$ cat src/rtl/sample_ring_ctrl.sv
// +-----------------------------------------------------------------------------+
// | sample_ring_ctrl : sample ring buffer with watermark throttling of the      |
// |                    producer, tick-paced pop to DAC and Avalon-ST stream.     |
// | Revision: 1.0                                                               |
// +-----------------------------------------------------------------------------+
`default_nettype none

module sample_ring_ctrl #(
   parameter int DEPTH = 128,
   parameter int AW    = 7,
   parameter int DW    = 24,
   parameter int HI_WM = 112,
   parameter int LO_WM = 64
) (
   input  logic          clk,
   input  logic          n_rst,
   input  logic          i_tick,
   input  logic          i_rdy,
   input  logic [DW-1:0] i_sample,
   output logic          o_clk_en,
   output logic [DW-1:0] o_dac_sample,
   output logic [31:0]   aso_ss0_data,
   output logic          aso_ss0_valid,
   input  logic          aso_ss0_ready,
   output logic [AW:0]   o_level,
   input  logic          i_clr_cnt,
   output logic [15:0]   o_ovf_cnt,
   output logic [15:0]   o_unf_cnt
);

   localparam logic [AW:0] c_FULL = (AW+1)'(DEPTH);
   localparam logic [AW:0] c_HI   = (AW+1)'(HI_WM);
   localparam logic [AW:0] c_LO   = (AW+1)'(LO_WM);
   localparam logic [15:0] c_SAT  = 16'hFFFF;

   typedef enum logic [1:0] {
      S_PRIME = 2'd0,
      S_RUN   = 2'd1,
      S_HOLD  = 2'd2
   } state_t;

   logic [DW-1:0] r_mem [DEPTH];

   state_t        r_state;
   logic [AW-1:0] r_wptr;
   logic [AW-1:0] r_rptr;
   logic [AW:0]   r_level;
   logic          r_clk_en;
   logic [DW-1:0] r_dac;
   logic [31:0]   r_ss_data;
   logic          r_ss_valid;
   logic [15:0]   r_ovf_cnt;
   logic [15:0]   r_unf_cnt;

   logic          w_full;
   logic          w_empty;
   logic          w_active;
   logic          w_push;
   logic          w_ovf;
   logic          w_pop;
   logic          w_unf;
   logic          w_beat;
   logic [DW-1:0] w_rd_data;
   logic [31:0]   w_rd_sext;
   logic [AW:0]   w_level_nxt;
   state_t        w_state_nxt;

   // Full/empty are judged on the pre-cycle level, so a same-cycle pop never makes room.
   assign w_full    = (r_level == c_FULL);
   assign w_empty   = (r_level == '0);
   assign w_active  = (r_state != S_PRIME);
   assign w_push    = i_rdy & ~w_full;
   assign w_ovf     = i_rdy & w_full;
   assign w_pop     = i_tick & w_active & ~w_empty;
   assign w_unf     = i_tick & w_active & w_empty;
   assign w_beat    = w_pop & (~r_ss_valid | aso_ss0_ready);
   assign w_rd_data = r_mem[r_rptr];
   assign w_rd_sext = {{(32-DW){w_rd_data[DW-1]}}, w_rd_data};

   always_comb begin
      w_level_nxt = r_level;
      case ({w_push, w_pop})
         2'b10:   w_level_nxt = r_level + (AW+1)'(1);
         2'b01:   w_level_nxt = r_level - (AW+1)'(1);
         default: w_level_nxt = r_level;
      endcase
   end

   always_comb begin
      w_state_nxt = r_state;
      if (w_unf) begin
         w_state_nxt = S_PRIME;
      end else begin
         case (r_state)
            S_PRIME,
            S_RUN:   if (w_level_nxt >= c_HI) w_state_nxt = S_HOLD;
            S_HOLD:  if (w_level_nxt <= c_LO) w_state_nxt = S_RUN;
            default: w_state_nxt = S_PRIME;
         endcase
      end
   end

   // Storage has no reset; stale contents are unreachable once the pointers are cleared.
   always_ff @(posedge clk) begin
      if (w_push) begin
         r_mem[r_wptr] <= i_sample;
      end
   end

   always_ff @(posedge clk or negedge n_rst) begin
      if (!n_rst) begin
         r_state    <= S_PRIME;
         r_wptr     <= '0;
         r_rptr     <= '0;
         r_level    <= '0;
         r_clk_en   <= 1'b0;
         r_dac      <= '0;
         r_ss_data  <= '0;
         r_ss_valid <= 1'b0;
         r_ovf_cnt  <= '0;
         r_unf_cnt  <= '0;
      end else begin
         r_state  <= w_state_nxt;
         r_level  <= w_level_nxt;
         r_clk_en <= (w_state_nxt != S_HOLD);

         if (w_push) begin
            r_wptr <= r_wptr + AW'(1);
         end
         if (w_pop) begin
            r_rptr <= r_rptr + AW'(1);
            r_dac  <= w_rd_data;
         end

         // A beat blocked by a stalled sink is dropped; the pending beat stays intact.
         if (w_beat) begin
            r_ss_data  <= w_rd_sext;
            r_ss_valid <= 1'b1;
         end else if (r_ss_valid && aso_ss0_ready && !w_pop) begin
            r_ss_valid <= 1'b0;
         end

         if (i_clr_cnt) begin
            r_ovf_cnt <= '0;
            r_unf_cnt <= '0;
         end else begin
            if (w_ovf && r_ovf_cnt != c_SAT) r_ovf_cnt <= r_ovf_cnt + 16'd1;
            if (w_unf && r_unf_cnt != c_SAT) r_unf_cnt <= r_unf_cnt + 16'd1;
         end
      end
   end

   assign o_clk_en      = r_clk_en;
   assign o_dac_sample  = r_dac;
   assign aso_ss0_data  = r_ss_data;
   assign aso_ss0_valid = r_ss_valid;
   assign o_level       = r_level;
   assign o_ovf_cnt     = r_ovf_cnt;
   assign o_unf_cnt     = r_unf_cnt;

endmodule

`default_nettype wire

$ cat config.mk
export PLATFORM = sky130hd
export DESIGN_NAME = sample_ring_ctrl
export DESIGN_NICKNAME = d
export VERILOG_FILES = /design/src/rtl/sample_ring_ctrl.sv
export SDC_FILE = /design/constraint.sdc
export NUM_CORES = 2
export LEC_CHECK = 0
export ABC_CLOCK_PERIOD_IN_PS = 4500
export CELL_PAD_IN_SITES_DETAIL_PLACEMENT = 1
export CELL_PAD_IN_SITES_GLOBAL_PLACEMENT = 1
export CORE_MARGIN = 2
export CORE_UTILIZATION = 56
export DETAILED_ROUTE_END_ITERATION = 10
export PLACE_DENSITY_LB_ADDON = 0.15
export SLEW_MARGIN = 20
export SYNTH_ARGS = -nofsm -noshare
export SYNTH_HDL_FRONTEND = slang
export SYNTH_SLANG_ARGS = --single-unit
$ cat constraint.sdc
create_clock -name clk -period 4.5 [get_ports clk]
set_clock_uncertainty 0.1 [all_clocks]
set_input_delay 1.35 -clock clk [delete_from_list [all_inputs] [get_ports clk]]
set_output_delay 1.35 -clock clk [all_outputs]
set_load 0.01 [all_outputs]
==> qor.yml <==
logic_synthesis:
  synth_area_um2: 123000
  synthArstFlopShare_pct: 3.34
  yosys_warnings: 0
  synth_top_cells_by_area: "edfxtp_1 (75%), mux4_2 (12%), mux2i_1 (2.9%)"
  synth-edff-count: 3072
  syn-num-nets: 5886
  seq_area_frac_synth_pct: 77.2
  synth_cell_types: 81
  yosys.area.top_type: "edfxtp_1"
  synth_top_area_share_pct: 75.1
  synth_flop_cell: "edfxtp_1"
  syn_inst: 5849
  ys_seq_elements: 3178
  syn_avg_cell_area_um2: 21.0
global_route:
  use_met2_pct: 52.3
  grt_antenna_before_repair: 24
  grt_most_used_layer: "met2"
  use_met1_pct: 47.9
  gr-usage-met3_pct: 7.38
  grt_max_degree: 129
  grt-ovfl-total: 0
  grt_first_pass_wirelength_um: 528000
  grt_pass1_vias: 67400
  track_usage_pct: 34.0
sta:
  whs_ns: 0.271
  finalCriticalPeriod_ns: 4.35
  tightest_slew_ns: 1.27
  fin_crit_sh_pct: 96.7
  setup_tns_ns: 0
  max_slew_margin_pct: 15.4
  grt_setup_unrepaired: "no"
  hold_violations: 0
  max_freq_mhz: 230
  drv_slew: 0
  setup_violations: 0
cts:
  post_cts_resized: 0
  clk_pin_slew_ns: 0.06
  cts_buffers: 333
  root_buffer: "clkbuf_16"
  tritoncts: "built"
  cts_setup_buffers: 0
  clk-insertion-delay-late_ns: 0.96
  hold_buffers: 0
  cts.sinks: 3178
  htreeDepth: 5
  clock_path_buffers: 4
power_and_ir_drop:
  p_switching_uw: 28900
  power_frac_clock_pct: 30.0
  leakage_uw: 0.0455
  pwr-share-seq_pct: 38.8
  ir_drop_uv: 569
  internal_power_uw: 59100
  swShare_pct: 32.8
  p_comb_share_pct: 31.2
  power_density_nw_per_um2: 625
  total_power_uw: 87900
drt:
  via_per_inst: 6.93
  vias: 66100
  drc: 0
  drtPass1Iterations: 5
  routed_wl_um: 377000
  routedWlPerCell_um: 39.5
  drt_iter0_drc: 9721
  ant_nets: 0
setup_path:
  crit_fanout: 15
  criticalPathCategory: "register to register"
  worst-endpoint-required_ns: 5.23
  start_kind: "register"
  critPathMaxStageDelay_ns: 0.84
  arrival_ns: 5.08
  cp_cell_sequence: "buf_12, buf_12, mux4_2, a22o_1, a221oi_1, a22oi_1, o32a_1, mux2_2"
  crit_slowest_cell: "a221oi_1"
  cp_common_cell: "buf_12"
  end_kind: "register"
cells_and_area:
  n_fill_cell: 17500
  drive_above_1_share_pct: 26.3
  seq_area_um2: 94900
  final_area_um2: 141000
  synthToLayoutAreaGrowth_pct: 14.5
  multiInputGateArea_um2: 26200
  nets: 6488
  utilization_pct: 64.7
  final_common_cell: "edfxtp_1"
  layout_common_cells: "edfxtp_1 (3,072), mux4_2 (628), buf_4 (425)"
run_status:
  status: "finished, final reports clean"
flow_run:
  max-cap-violations: 0
placement:
  dp.final_hpwl_um: 228000
  io_buffers: 127
  gp_congestion: 0.878
  dpl_cell_area_um2: 131000
floorplan:
  core-area_um2: 218000
  start_util_pct: 56.5
  fp.dieW_um: 473
  rows: 171
  dieHeight_um: 473
  io_pins: 128
  dieArea_um2: 223000
hold_path:
  min_path_type: "input pin to async pin"
-- critical path: cells and delay by family (launching register included) --
family          cells  cell delay [ns]
compound gates      4             2.04
buf+inv             2             0.48
flops               1             0.70
mux                 2             0.84
-- final timing paths --
path | startpoint | end | slack (ns) | depth (start not counted)
max | r_rptr[0] | o_dac_sample[21] | 0.15 | 8
min | n_rst | aso_ss0_data[11] | 0.27 | 1
max reg2reg | r_rptr[0] | o_dac_sample[21] | 0.15 | 8
min reg2reg | aso_ss0_data[13] | aso_ss0_data[13] | 0.38 | 2
max in group asynchronous | n_rst | o_unf_cnt[7] | 3.26 | 2
min in group clk | aso_ss0_data[13] | aso_ss0_data[13] | 0.38 | 2
-- cell type report --
| cell class | instances | area share [%] |
|---|---|---|
| multi-input combinational | 2311 | 18.6 |
| antenna | 4 | 0.00711 |
| clock buffer | 425 | 6.37 |
| sequential | 3178 | 67.4 |
| tap | 2854 | 2.54 |
| inverter | 19 | 0.0560 |
| timing repair buffer | 608 | 4.13 |
| clock inverter | 141 | 0.877 |
-- flip-flops by register name, indices dropped and copies added (netlist names) --
name,count
r_mem,3072
aso_ss0_data,24
o_dac_sample,24
o_ovf_cnt,16
o_unf_cnt,16
o_level,8
r_rptr,7
r_wptr,7
r_state,2
aso_ss0_valid,1
o_clk_en,1
-- per-stage QoR --
step	std cells	setup WS [ns]
after global routing	9538	0.187
after global placement	8969	-0.120
final	9540	0.147
after floorplan	5849	-0.0256
after detailed placement	8970	-0.272
after CTS	9536	0.252
-- synthesized netlist by cell type, types with 8 or more instances --
library cell	number
nand4_1	14
buf_6	47
buf_1	18
nand2b_1	9
mux4_1	11
o21ai_0	97
a31oi_1	39
a221oi_1	48
nor2b_1	18
buf_2	107
a21oi_1	102
o221ai_1	24
and2_1	10
clkbuf_1	107
nand2_1	229
nand3_1	54
xnor2_1	19
a22o_1	15
a211oi_1	31
a2111oi_0	11
a22oi_1	124
xor2_1	23
nor3_1	27
edfxtp_1	3072
or3_1	8
mux2i_1	356
inv_1	16
mux4_2	628
buf_4	47
or2_2	8
nor2_1	195
mux2_2	20
o211ai_1	12
o22ai_1	53
a211o_1	8
o31ai_1	14
buf_8	8
dfrtp_1	106
-- power groups by stage --
stage          logic (uW)  clock network (uW)  registers (uW)
2_1_floorplan       14900                   0           34300
3_3_place_gp        26400                   0           34600
3_5_place_dp        26900                   0           34700
4_1_cts             27200               26600           34100
5_1_grt             28300               27600           34100
6_report            27400               26400           34100
-- cell families (layout without fill, tap and decap cells) --
family | Yosys count | in the layout | synth area share (%)
flip-flops | 3178 | 3178 | 77.2
multiplexers | 1015 | 1015 | 14.8
AO/OA/AOI/OAI | 635 | 635 | 3.57
XOR/XNOR | 42 | 42 | 0.299
buffers and inverters | 360 | 1193 | 1.80
other | 0 | 4 | 0
AND/OR/NAND/NOR | 612 | 612 | 2.22
adder cells (fa/ha/maj) | 7 | 7 | 0.0713
-- per-layer routing --
metal | vias up | wire length, um
met4 | 18 | 17900
met2 | 4385 | 177000
met3 | 834 | 41000
met5 | - | 112
met1 | 35300 | 141000
li1 | 25600 | -
No activity file was read; power rests on OpenSTA's default activity.
